File: src/rtl/imem_loader_pkg.sv
// imem_loader_pkg
//   Shared types for the instruction-memory program loader.
//   state_t    : loader FSM states
//   WORD_BYTES : bytes per instruction word (little-endian assembly)
package imem_loader_pkg;

   localparam int WORD_BYTES = 4;

   typedef enum logic [2:0] {
      IDLE  = 3'd0,
      HDR   = 3'd1,
      DATA  = 3'd2,
      WRITE = 3'd3,
      CSUM  = 3'd4,
      DONE  = 3'd5,
      ERR   = 3'd6
   } state_t;

endpackage

File: src/rtl/imem_loader_word_asm.sv
// imem_loader_word_asm
//   Collects WORD_BYTES stream bytes, LSB first, into one 32-bit word.
//   Ports:
//     clk, rst   : clock, asynchronous active-high reset
//     clear      : drop any partial word (takes priority over byte_stb)
//     byte_stb   : byte_in is consumed this cycle
//     byte_in    : stream byte
//     word_full  : combinational pulse on the strobe that completes a word
//     word       : assembled word, valid while word_full is high
module imem_loader_word_asm
   import imem_loader_pkg::*;
(
   input  logic        clk,
   input  logic        rst,
   input  logic        clear,
   input  logic        byte_stb,
   input  logic [7:0]  byte_in,
   output logic        word_full,
   output logic [31:0] word
);

   localparam int CNT_W = $clog2(WORD_BYTES);

   logic [CNT_W-1:0] cnt_q, cnt_d;
   logic [31:0]      sh_q, sh_d;

   // New bytes enter at the top and slide down, so after four bytes the
   // first one received sits in bits [7:0].
   always_comb begin
      cnt_d = cnt_q;
      sh_d  = sh_q;
      if (clear) begin
         cnt_d = '0;
         sh_d  = '0;
      end else if (byte_stb) begin
         cnt_d = cnt_q + CNT_W'(1);
         sh_d  = {byte_in, sh_q[31:8]};
      end
   end

   assign word_full = byte_stb && !clear && (cnt_q == CNT_W'(WORD_BYTES - 1));
   assign word      = {byte_in, sh_q[31:8]};

   always_ff @(posedge clk or posedge rst) begin
      if (rst) begin
         cnt_q <= '0;
         sh_q  <= '0;
      end else begin
         cnt_q <= cnt_d;
         sh_q  <= sh_d;
      end
   end

endmodule

File: src/rtl/imem_program_loader.sv
// imem_program_loader
//   Writer side of the instruction memory. Consumes a byte stream
//   (header N, then 4*N payload bytes LSB first) and issues one memory write
//   per assembled word, holding the core in reset while the load runs.
//   Optional: define IMEM_LOADER_CHECKSUM_EN to require a trailing mod-256
//   checksum byte (sum of header and payload) before declaring success.
//   Ports:
//     clk, rst               : clock, asynchronous active-high reset
//     start                  : pulse that begins a load (ignored while busy)
//     byte_valid/byte_data   : input stream, transfer = byte_valid & byte_ready
//     byte_ready             : loader can take a byte this cycle
//     mem_we/addr/wdata      : instruction memory write port
//     cpu_hold               : keep the processor in reset
//     busy                   : load in progress
//     done / err             : sticky outcome of the last load
module imem_program_loader
   import imem_loader_pkg::*;
#(
   parameter int ADDR_W  = 6,
   parameter int TIMEOUT = 1000000
) (
   input  logic              clk,
   input  logic              rst,
   input  logic              start,
   input  logic              byte_valid,
   input  logic [7:0]        byte_data,
   output logic              byte_ready,
   output logic              mem_we,
   output logic [ADDR_W-1:0] mem_addr,
   output logic [31:0]       mem_wdata,
   output logic              cpu_hold,
   output logic              busy,
   output logic              done,
   output logic              err
);

   localparam int DEPTH = 1 << ADDR_W;
   localparam int CNT_W = $clog2(TIMEOUT + 1);

   state_t            state_q, state_d;
   logic              byte_ready_q, byte_ready_d;
   logic              mem_we_q, mem_we_d;
   logic [ADDR_W-1:0] mem_addr_q, mem_addr_d;
   logic [31:0]       mem_wdata_q, mem_wdata_d;
   logic              cpu_hold_q, cpu_hold_d;
   logic              busy_q, busy_d;
   logic              done_q, done_d;
   logic              err_q, err_d;
   logic [ADDR_W-1:0] last_addr_q, last_addr_d;
   logic [CNT_W-1:0]  tmo_q, tmo_d;
`ifdef IMEM_LOADER_CHECKSUM_EN
   logic [7:0]        csum_q, csum_d;
`endif

   logic        xfer;
   logic        start_acc;
   logic        hdr_ok;
   logic        asm_clear;
   logic        asm_stb;
   logic        word_full;
   logic [31:0] asm_word;

   assign xfer      = byte_valid && byte_ready_q;
   assign start_acc = start && (state_q == IDLE || state_q == DONE || state_q == ERR);
   assign hdr_ok    = (byte_data != 8'd0) && (int'(byte_data) <= DEPTH);
   assign asm_clear = start_acc;
   assign asm_stb   = xfer && (state_q == DATA);

   imem_loader_word_asm u_word_asm (
      .clk       (clk),
      .rst       (rst),
      .clear     (asm_clear),
      .byte_stb  (asm_stb),
      .byte_in   (byte_data),
      .word_full (word_full),
      .word      (asm_word)
   );

   always_comb begin
      state_d     = state_q;
      mem_addr_d  = mem_addr_q;
      mem_wdata_d = mem_wdata_q;
      last_addr_d = last_addr_q;
      tmo_d       = tmo_q;
`ifdef IMEM_LOADER_CHECKSUM_EN
      csum_d      = csum_q;
`endif

      // Idle watchdog for the byte-accepting states; a transfer in the
      // expiring cycle reloads instead of timing out.
      if (state_q == HDR || state_q == DATA || state_q == CSUM) begin
         if (xfer) begin
            tmo_d = CNT_W'(TIMEOUT);
         end else if (tmo_q <= CNT_W'(1)) begin
            state_d = ERR;
         end else begin
            tmo_d = tmo_q - CNT_W'(1);
         end
      end

      case (state_q)
         IDLE, DONE, ERR: begin
            if (start) begin
               state_d    = HDR;
               mem_addr_d = '0;
               tmo_d      = CNT_W'(TIMEOUT);
            end
         end
         HDR: begin
            if (xfer) begin
               if (hdr_ok) begin
                  state_d     = DATA;
                  last_addr_d = ADDR_W'(byte_data - 8'd1);
               end else begin
                  state_d = ERR;
               end
`ifdef IMEM_LOADER_CHECKSUM_EN
               csum_d = byte_data;
`endif
            end
         end
         DATA: begin
            if (xfer) begin
`ifdef IMEM_LOADER_CHECKSUM_EN
               csum_d = csum_q + byte_data;
`endif
               if (word_full) begin
                  state_d     = WRITE;
                  mem_wdata_d = asm_word;
               end
            end
         end
         WRITE: begin
            // Address parks on the last word rather than wrapping.
            if (mem_addr_q == last_addr_q) begin
`ifdef IMEM_LOADER_CHECKSUM_EN
               state_d = CSUM;
`else
               state_d = DONE;
`endif
            end else begin
               state_d    = DATA;
               mem_addr_d = mem_addr_q + ADDR_W'(1);
            end
         end
         CSUM: begin
`ifdef IMEM_LOADER_CHECKSUM_EN
            if (xfer) state_d = (byte_data == csum_q) ? DONE : ERR;
`endif
         end
         default: state_d = IDLE;
      endcase

      // Outputs are registered decodes of the next state.
      byte_ready_d = (state_d == HDR) || (state_d == DATA) || (state_d == CSUM);
      mem_we_d     = (state_d == WRITE);
      busy_d       = (state_d == HDR) || (state_d == DATA) ||
                     (state_d == WRITE) || (state_d == CSUM);
      cpu_hold_d   = busy_d || (state_d == ERR);
      done_d       = (state_d == DONE);
      err_d        = (state_d == ERR);
   end

   always_ff @(posedge clk or posedge rst) begin
      if (rst) begin
         state_q      <= IDLE;
         byte_ready_q <= 1'b0;
         mem_we_q     <= 1'b0;
         mem_addr_q   <= '0;
         mem_wdata_q  <= '0;
         cpu_hold_q   <= 1'b0;
         busy_q       <= 1'b0;
         done_q       <= 1'b0;
         err_q        <= 1'b0;
         last_addr_q  <= '0;
         tmo_q        <= '0;
`ifdef IMEM_LOADER_CHECKSUM_EN
         csum_q       <= '0;
`endif
      end else begin
         state_q      <= state_d;
         byte_ready_q <= byte_ready_d;
         mem_we_q     <= mem_we_d;
         mem_addr_q   <= mem_addr_d;
         mem_wdata_q  <= mem_wdata_d;
         cpu_hold_q   <= cpu_hold_d;
         busy_q       <= busy_d;
         done_q       <= done_d;
         err_q        <= err_d;
         last_addr_q  <= last_addr_d;
         tmo_q        <= tmo_d;
`ifdef IMEM_LOADER_CHECKSUM_EN
         csum_q       <= csum_d;
`endif
      end
   end

   assign byte_ready = byte_ready_q;
   assign mem_we     = mem_we_q;
   assign mem_addr   = mem_addr_q;
   assign mem_wdata  = mem_wdata_q;
   assign cpu_hold   = cpu_hold_q;
   assign busy       = busy_q;
   assign done       = done_q;
   assign err        = err_q;

endmodule
File: config.mk
export PLATFORM = sky130hd
export DESIGN_NAME = imem_program_loader
export DESIGN_NICKNAME = d
export VERILOG_FILES = /design/src/rtl/imem_loader_pkg.sv /design/src/rtl/imem_loader_word_asm.sv /design/src/rtl/imem_program_loader.sv
export SDC_FILE = /design/constraint.sdc
export NUM_CORES = 1
export LEC_CHECK = 0
export ABC_CLOCK_PERIOD_IN_PS = 7600
export BUFFER_PORTS_ARGS = -buffer_cell sky130_fd_sc_hd__buf_4
export CAP_MARGIN = 10
export CORE_UTILIZATION = 40
export DETAILED_ROUTE_END_ITERATION = 10
export GPL_TIMING_DRIVEN = 0
export MAX_ROUTING_LAYER = met4
export SETUP_SLACK_MARGIN = 0.3
export SYNTH_ARGS = -nofsm -noshare
export SYNTH_HDL_FRONTEND = slang
export SYNTH_SLANG_ARGS = --single-unit
File: constraint.sdc
create_clock -name clk -period 7.6 [get_ports clk]
set_clock_uncertainty 0.1 [all_clocks]
set_input_delay 1.14 -clock clk [delete_from_list [all_inputs] [get_ports clk]]
set_output_delay 1.14 -clock clk [all_outputs]
set_load 0.05 [all_outputs]
==> flow_summary.ini, run 1 <==
[run_status]
status = complete, no violations

[timing]
rsz0062_at_grt = no
drv_slew = 0
slew_headroom_pct = 46.1
finalSetupViolations = 0
worstMarginPinSlew_ns = 0.801
min_period_over_period_pct = 40.2
fin_ws_ns = 4.54
tns_ns = 0
fmax_mhz = 327
period_needed_ns = 3.06
hold_viol = 0

[finish]
drive_gt1_share_pct = 25.5
diodes = 0
fin_nets = 499
syn2layout_area_growth_pct = 18.5
num-fill-cells = 1042

[synthesis]
synth_compound_area_share_pct = 7.41
synth-simple-area-share_pct = 17.4
syn_area_mm2 = 0.00444
synth_async_sr_flop_share_pct = 100
synth_top_family_by_area = simple AND/OR/NAND/NOR gates
ys_types = 46
yosysSeqAreaShare_pct = 55.8
synth_fa_ha_area_share_pct = 1.41
syn_nets = 432
ys_ff_latch = 99
syn_avg_cell_area_um2 = 10.7
ys.flop_type = dfrtp_1
syn-instance-count = 415
muxShareOfSynthArea_pct = 8.79
synthXorXnorAreaFrac_pct = 6.51
ys_warn_count = 0
synth_edf_count = 0

[drt]
drt_iter0_drc = 107
drc = 0
firstDrtPassIters = 4
wl_um = 9170
num_vias = 3159
drtAntennaViolNets = 0
vias_per_cell = 5.04
avgRoutedWirePerCell_um = 14.6

[global_route]
overflow = 0
grt_pass1_vias = 3167
grt_use_total_pct = 17.8
antenna_found_initial = 0
grt_max_degree = 51
grt_pass1_wl_um = 15600

[clock_tree]
htree_levels = 3
postCtsHoldBufs = 0
cts_buffers = 9
tritoncts = built
ctsLongestPathBuffers = 2
clk_latency_ns = 0.37
cts.clk_slew.worst_paths_ns = 0.11
clock-root-buffer = clkbuf_8
ctsResizeCount = 0
cts.sinks = 99
cts_setup_buffers = 0

[power]
finalPower_mw = 2.26
irDropWorstVdd_mv = 0.231
p_leak_nw = 2.44
power_density_mw_per_mm2 = 430

[floorplanning]
start_util_pct = 41.0
die_h_um = 107
die_width_um = 107
dieArea_mm2 = 0.0115
io_pins = 56
fp.coreArea_mm2 = 0.0108
rows = 38

[critical_path]
startpoint_type = input pin
cp.required_ns = 7.78
cp_slowest_cell = or3b_2
crit_chain = buf_4 > inv_1 > ha_1 > or3b_2 > nor3_1 > xor2_1 > o21ai_0 > and4_1 > clkbuf_1 > mux2i_1
cp-end-kind = flip-flop
critical_path_class = in -> reg
arrival_ns = 3.24
cp_max_fo = 6
critPathMaxStageDelay_ns = 0.48

[run]
maxCapViolations = 0

[placed_design]
pre_cts_ws_ns = 4.17
hpwlAfterDp_um = 6490
place_congestion = 0.873
io_buffer_count = 55

[hold_path]
hold_path.class = reg -> reg
## synthesized netlist by cell type (2+ instances only)
master / count / share of area, %
a21oi_1: 10 / 1.1
mux2i_1: 3 / 0.68
or2_2: 3 / 0.42
nand2_1: 68 / 5.7
nor2_1: 34 / 2.9
ha_1: 5 / 1.4
xnor2_1: 15 / 3.0
inv_1: 8 / 0.68
nor4_1: 8 / 1.1
or4_1: 2 / 0.34
or3_1: 5 / 0.70
or3_2: 5 / 0.85
o22ai_1: 2 / 0.28
xor2_1: 18 / 3.6
o21ai_0: 34 / 3.8
nor3_1: 8 / 0.90
clkbuf_1: 17 / 1.4
mux2_2: 32 / 8.1
dfrtp_1: 99 / 56
buf_6: 2 / 0.51
nand4_1: 3 / 0.42
nand2b_1: 2 / 0.28
nand3_1: 6 / 0.68
nor2b_1: 3 / 0.42
or4_4: 2 / 0.51
## critical path, delay by kind of cell
kind                       cells  cell delay (ns)
and+or+nand+nor                3             0.88
xor gates and xnor gates       1             0.12
buffers and inverters          3             0.51
AOI/OAI and AO/OA              1             0.15
muxes                          1             0.24
adders and majority gates      1             0.19
## power breakdown
group | internal [mW] | switching (mW)
Combinational | 0.372 | 0.714
Clock | 0.131 | 0.206
Sequential | 0.715 | 0.124
Total | 1.22 | 1.04
## stage by stage
step	hold slack, ns	std cells	utilization (%)	area (um^2)
final	0.405	627	48.5	5260
after global routing	0.428	627	48.5	5260
after CTS	0.408	627	48.5	5260
after detailed placement	0.380	611	46.7	5060
after global placement	0.374	610	46.4	5030
after floorplan	0.367	415	-	4440
## layout make-up
class	count	area, um^2	share of cell area (%)
inverter	8	32.5	0.618
clock inverter	7	80.1	1.52
clock buffer	9	124	2.35
buffer	20	91.3	1.74
sequential	99	2480	47.1
tap	140	175	3.33
multi-input combinational	288	1840	35.0
timing repair buffer	56	440	8.37
## cells in the final DEF, fill, tap and decap left out, drive strengths merged, types with 9 or more instances in the layout
cell,instances
dfrtp,99
nand2,68
buf,59
o21ai,35
nor2,34
mux2,32
clkbuf,26
xor2,18
xnor2,15
inv,11
or3,11
a21oi,10
nor4,9
## layer usage
metal	GRT usage (%)	vias up	wire (um)
met1	23.5	1544	4370
met4	4.11	0	97
li1	-	1547	-
met3	4.36	10	358
met5	-	-	0
met2	28.0	58	4340
## logic make-up after synthesis
family / Yosys count
AOI/OAI and AO/OA: 57
xor gates and xnor gates: 33
adders and majority gates: 5
buffers and inverters: 28
DFF: 99
muxes: 35
and+or+nand+nor: 158
## worst paths after layout
path                                from       endpoint  slack, ns  depth (start not counted)
max                         byte_data[0]     byte_ready       4.54                         10
max in group asynchronous            rst     state_q[2]       5.99                          3
min                        mem_wdata[24]  mem_wdata[24]       0.40                          2
min in group asynchronous            rst   mem_wdata[6]       0.75                          2
max reg2reg                     tmo_q[2]      tmo_q[18]       4.81                          8
min reg2reg                mem_wdata[24]  mem_wdata[24]       0.40                          2
## flip-flops by register name, indices dropped and copies added (netlist names)
name,cells
state_q,3
mem_we,1
busy,1
done,1
u_word_asm.sh_q,24
cpu_hold,1
u_word_asm.cnt_q,2
mem_wdata,32
tmo_q,20
byte_ready,1
err,1
mem_addr,6
last_addr_q,6
Note: power is estimated with default switching activity, not from simulation.
==> run 2, diff against run 1 <==
- ABC_CLOCK_PERIOD_IN_PS: 7600 -> 2500
- clock period: 7.6 -> 2.5 ns (I/O delays scaled with it)
==> run 2 against run 1 <==
Against the previous run:
- the run now ends with setup timing left
- register-to-register slack got worse by 4.9 ns
- combinational power increased to 3.6 times the previous value
- power increased to 3.3 times the previous value
- clock power increased to 3.1 times the previous value
- utilization increased by 3.5 points
- via count increased by 4.5%
- final cell count increased by 3.0%
- critical path type is now reg -> reg
==> flow_summary.ini, run 2 (synthesis gave the netlist of run 1 again) <==
[drt]
drc = 0
firstDrtPassIters = 5
vias_per_cell = 5.11
wl_um = 9930
num_vias = 3302
drt_iter0_drc = 85
drtAntennaViolNets = 0
avgRoutedWirePerCell_um = 15.4

[finish]
drive_gt1_share_pct = 36.8
num-fill-cells = 1001
final_cell_mix = 95 x dfrtp_1, 72 x buf_4, 66 x nand2_1
stdcell_area_mm2 = 0.00564
diodes = 0
syn2layout_area_growth_pct = 27.0
final_common_cell = dfrtp_1
instances_no_fill = 646
fin_nets = 518
largest_reg_flops = 32

[power]
irDropWorstVdd_mv = 0.706
power_density_mw_per_mm2 = 1340
p_leak_nw = 2.61
finalPower_mw = 7.57

[clock_tree]
htree_levels = 3
clock-root-buffer = clkbuf_8
tritoncts = built
cts.clk_slew.worst_paths_ns = 0.11
clk_latency_ns = 0.37
ctsLongestPathBuffers = 2
cts_buffers = 9
postCtsHoldBufs = 0
cts.sinks = 99

[placed_design]
dpl.cell_count = 612
hpwlAfterDp_um = 6670
placed_cell_area_mm2 = 0.00512
io_buffer_count = 55
place_congestion = 0.788

[hold_path]
hold_path.class = in -> async

[global_route]
grt_pass1_vias = 3328
grt_util_met2_pct = 30.8
grt_use_total_pct = 18.9
antenna_found_initial = 0
grt_max_degree = 41
grt_pass1_wl_um = 16400
met1_usage_pct = 24.4
overflow = 0
grt-busiest-layer = met2
grt.met3_usage_pct = 3.09

[timing]
period_needed_ns = 2.56
rsz0062_at_grt = yes
finalSetupViolations = 11
min_period_over_period_pct = 102
fmax_mhz = 391
slew_headroom_pct = 46.0
hold_viol = 0
drv_slew = 0
fin_ws_ns = -0.0572
worstMarginPinSlew_ns = 0.809

[floorplanning]
io_pins = 56
rows = 38
fp.coreArea_mm2 = 0.0108
dieArea_mm2 = 0.0115
die_h_um = 107
start_util_pct = 41.0
die_width_um = 107

[critical_path]
startpoint_type = flip-flop
critical_path_class = reg -> reg
critPathMaxStageDelay_ns = 0.54
cp-end-kind = flip-flop
cp-startpoint = tmo_q[3]
cpMostUsedCell = or4_4
arrival_ns = 2.72
crit_chain = or4_4 > or4_4 > buf_6 > buf_4 > o21ai_4 > or3_2 > xor2_1 > nor2_1
cp_max_fo = 5
cp.required_ns = 2.67
rr_startpoint = tmo_q[3]
cp_slowest_cell = or4_4

[run_status]
violations = setup timing
status = finished, violations left

[run]
maxCapViolations = 0
## run 2: changes by cell type in the layout (fill, tap and decap cells not counted), moves of 4 or more
cell / before / now
clkbuf_2: 0 / 8
clkbuf_1: 17 / 4
nor4_2: 0 / 5
dfrtp_2: 0 / 4
nor4_1: 8 / 3
dfrtp_1: 99 / 95
buf_4: 55 / 72
## run 2: cell type report
| cell class | count | area [um^2] | share of cell area [%] |
|---|---|---|---|
| sequential | 99 | 2480 | 44.0 |
| multi-input combinational | 288 | 2010 | 35.7 |
| timing repair buffer | 75 | 609 | 10.8 |
| tap | 140 | 175 | 3.11 |
| clock buffer | 10 | 138 | 2.44 |
| buffer | 20 | 129 | 2.29 |
| clock inverter | 6 | 56.3 | 0.999 |
| inverter | 8 | 33.8 | 0.599 |
## run 2: worst paths after layout
path                                             to  slack (ns)  cells after the start
worst max register to register             tmo_q[3]       -0.06                      8
worst max-delay path                       tmo_q[3]       -0.06                      8
worst min-delay path                   mem_wdata[6]        0.04                      2
max in group asynchronous       u_word_asm.sh_q[28]        1.61                      3
min in group clk                     last_addr_q[0]        0.08                      2
worst min register to register        mem_wdata[24]        0.40                      2
## run 2: layer usage
metal | wire length, um | part of all wire [%] | up-vias
met4 | 156 | 1.6 | 0
met3 | 362 | 3.6 | 16
met1 | 4560 | 46 | 1637
met2 | 4850 | 49 | 66
met5 | 0 | 0 | -
li1 | - | - | 1583
## run 2: what timing repair did
| action | CTS | global route |
|---|---|---|
| setup buffers | 14 | 3 |
| pin swaps | 17 | 15 |
| setup endpoints to repair | 71 | 89 |
| gates cloned | 1 | 0 |
| gates resized for setup | 33 | 24 |
## run 2: critical path: cells and delay by family, from the launching register on
kind                   cells  cell delay [ns]
AO/OA/AOI/OAI              1             0.25
AND/OR/NAND/NOR            4             1.27
buffers and inverters      2             0.28
flip-flops                 1             0.39
XOR/XNOR                   1             0.16
## run 2: stage by stage
stage | util [%] | setup TNS, ns | worst slack, ns | hold slack (ns)
final | 52.0 | -0.345 | -0.0572 | 0.0416
after detailed placement | 47.2 | -2.34 | -0.198 | 0.383
after global placement | 46.8 | -2.08 | -0.179 | 0.369
after floorplan | - | 0 | 0.0534 | 0.360
after CTS | 51.1 | -0.282 | -0.0731 | 0.0667
after global routing | 52.0 | -1.91 | -0.171 | 0.0873
## run 2: report_power, final
part | switching [mW] | internal, mW
Combinational | 2.40 | 1.56
Sequential | 0.404 | 2.18
Clock | 0.621 | 0.411
==> run 3, diff against run 2 <==
- CORE_UTILIZATION: 40 -> 52
- PLACE_DENSITY: default -> 0.76
==> run 3 against run 2 <==
Against the previous run:
- the run still ends with setup timing left
- worst setup slack worse by 0.11 ns
- critical path depth is the same
- combinational power rose by 5%
- power up 4.3%
- first-iteration DRC count grew 100%
- flip-flop and latch count unchanged
- highest routed layer unchanged
- via count grew 2.3%
- global-route usage increased by 5.7 points
- sequential power about the same
- design area rose by 0.84%
- register-to-register slack lost 0.11 ns
==> flow_summary.ini, run 3 (synthesis gave the netlist of run 1 again) <==
[clock_tree]
ctsLongestPathBuffers = 2
cts_buffers = 9
clock-root-buffer = clkbuf_8
cts.clk_slew.worst_paths_ns = 0.10
clk_latency_ns = 0.37
tritoncts = built
cts.sinks = 99
htree_levels = 3

[critical_path]
cp-end-kind = flip-flop
worst-path-stages = 8
cp_slowest_cell = or4_4
rr_startpoint = tmo_q[3]
crit_chain = or4_4 > or4_4 > buf_6 > o211ai_1 > buf_4 > nor3_4 > xnor2_1 > nand2_1
cp.required_ns = 2.62
startpoint_type = flip-flop
cp_max_fo = 8
crit_family = simple AND/OR/NAND/NOR gates
arrival_ns = 2.78
crit_buf_inv = 2
ff2ff_path_depth = 8
critPathMaxStageDelay_ns = 0.54
critical_path_class = reg -> reg
cp-startpoint = tmo_q[3]
cpMostUsedCell = or4_4

[global_route]
grt_pass1_vias = 3287
overflow = 0
antenna_found_initial = 0
grt_max_degree = 40
grt_pass1_wl_um = 16100
grt-busiest-layer = met2
grt_use_total_pct = 24.6
grt.met3_usage_pct = 3.86
met1_usage_pct = 31.0
grt_util_met2_pct = 39.2

[power]
intPower_mw = 4.43
p_comb_share_pct = 52.4
irDropWorstVdd_mv = 0.750
finalPower_mw = 7.90
p_switching_mw = 3.47
pwr-share-seq_pct = 32.7
power_density_mw_per_mm2 = 1390
p_sw_share_pct = 44.0
p_leak_nw = 2.67
p_clk_share_pct = 14.8

[floorplanning]
fp.coreArea_mm2 = 0.00826
rows = 33
die_width_um = 94.4
start_util_pct = 53.8
dieArea_mm2 = 0.00891
io_pins = 56
die_h_um = 94.4

[finish]
multi_input_area_mm2 = 0.00202
drive_gt1_share_pct = 37.1
final_cell_mix = 96 x dfrtp_1, 72 x buf_4, 66 x nand2_1
num-fill-cells = 592
final_common_cell = dfrtp_1
seqCellArea_mm2 = 0.00248
syn2layout_area_growth_pct = 28.0
fin_nets = 524
diodes = 0
largest_reg_flops = 32

[drt]
drc = 0
avgRoutedWirePerCell_um = 16.7
wl_um = 10300
vias_per_cell = 5.47
drt_iter0_drc = 171
drtAntennaViolNets = 0
firstDrtPassIters = 4
num_vias = 3377

[placed_design]
place_congestion = 0.836
io_buffer_count = 55
hpwlAfterDp_um = 6450

[timing]
worstMarginPinSlew_ns = 0.881
period_needed_ns = 2.67
rsz0062_at_grt = yes
slew_headroom_pct = 41.1
finalSetupViolations = 22
hold_viol = 0
tns_ns = -2.08
drv_slew = 0
fin_ws_ns = -0.169
min_period_over_period_pct = 107
hold_ws_ns = 0.0678
fmax_mhz = 375

[run]
maxCapViolations = 0

[hold_path]
hold_path.class = in -> async

[run_status]
violations = setup timing
status = finished, violations left
run 3: repair_timing:
item / 4_1_cts / 5_1_grt
pin swaps: 13 / 21
resized for setup: 26 / 38
hold buffers: 0 / 0
endpoints found under the setup margin: 54 / 84
buffers inserted: 16 / 8
endpoints found under the hold margin: 0 / 0
run 3: power by group through the flow:
| stage | Sequential [mW] | Combinational (mW) | Clock, mW |
|---|---|---|---|
| after floorplan | 3.35 | 1.67 | 0 |
| after global placement | 2.58 | 3.28 | 0 |
| after detailed placement | 2.62 | 3.36 | 0 |
| after CTS | 2.58 | 3.70 | 1.17 |
| after global routing | 2.65 | 4.44 | 1.24 |
| final | 2.59 | 4.14 | 1.17 |
run 3: metrics by stage:
| stage | instance area [um^2] | setup WS (ns) | cells | utilization (%) |
|---|---|---|---|---|
| 5_1_grt | 5690 | -0.228 | 617 | 68.8 |
| 6_report | 5690 | -0.169 | 617 | 68.8 |
| 3_5_place_dp | 5070 | -0.167 | 577 | 61.4 |
| 4_1_cts | 5520 | -0.0790 | 609 | 66.9 |
| 3_3_place_gp | 5030 | -0.127 | 575 | 60.9 |
| 2_1_floorplan | 4490 | 0.0534 | 415 | - |
run 3: final timing paths:
kind                                  end  slack (ns)
setup / recovery                tmo_q[16]       -0.17
hold reg to reg             mem_wdata[25]        0.40
setup reg to reg                tmo_q[16]       -0.17
hold / removal               mem_wdata[7]        0.07
max in group asynchronous      byte_ready        1.56
min in group clk           last_addr_q[0]        0.07
run 3: layout make-up:
class / count / share of cell area, %
Clock buffer: 10 / 2.24
Multi-Input combinational cell: 288 / 35.5
Clock inverter: 6 / 1.69
Sequential cell: 99 / 43.6
Timing Repair Buffer: 81 / 11.8
Inverter: 8 / 0.594
Tap cell: 105 / 2.31
Buffer: 20 / 2.27
run 3: metal layers:
layer | vias to the layer above | wire length (um)
met2 | 101 | 5290
met1 | 1660 | 4500
met5 | - | 0
li1 | 1599 | -
met3 | 17 | 360
met4 | 0 | 182
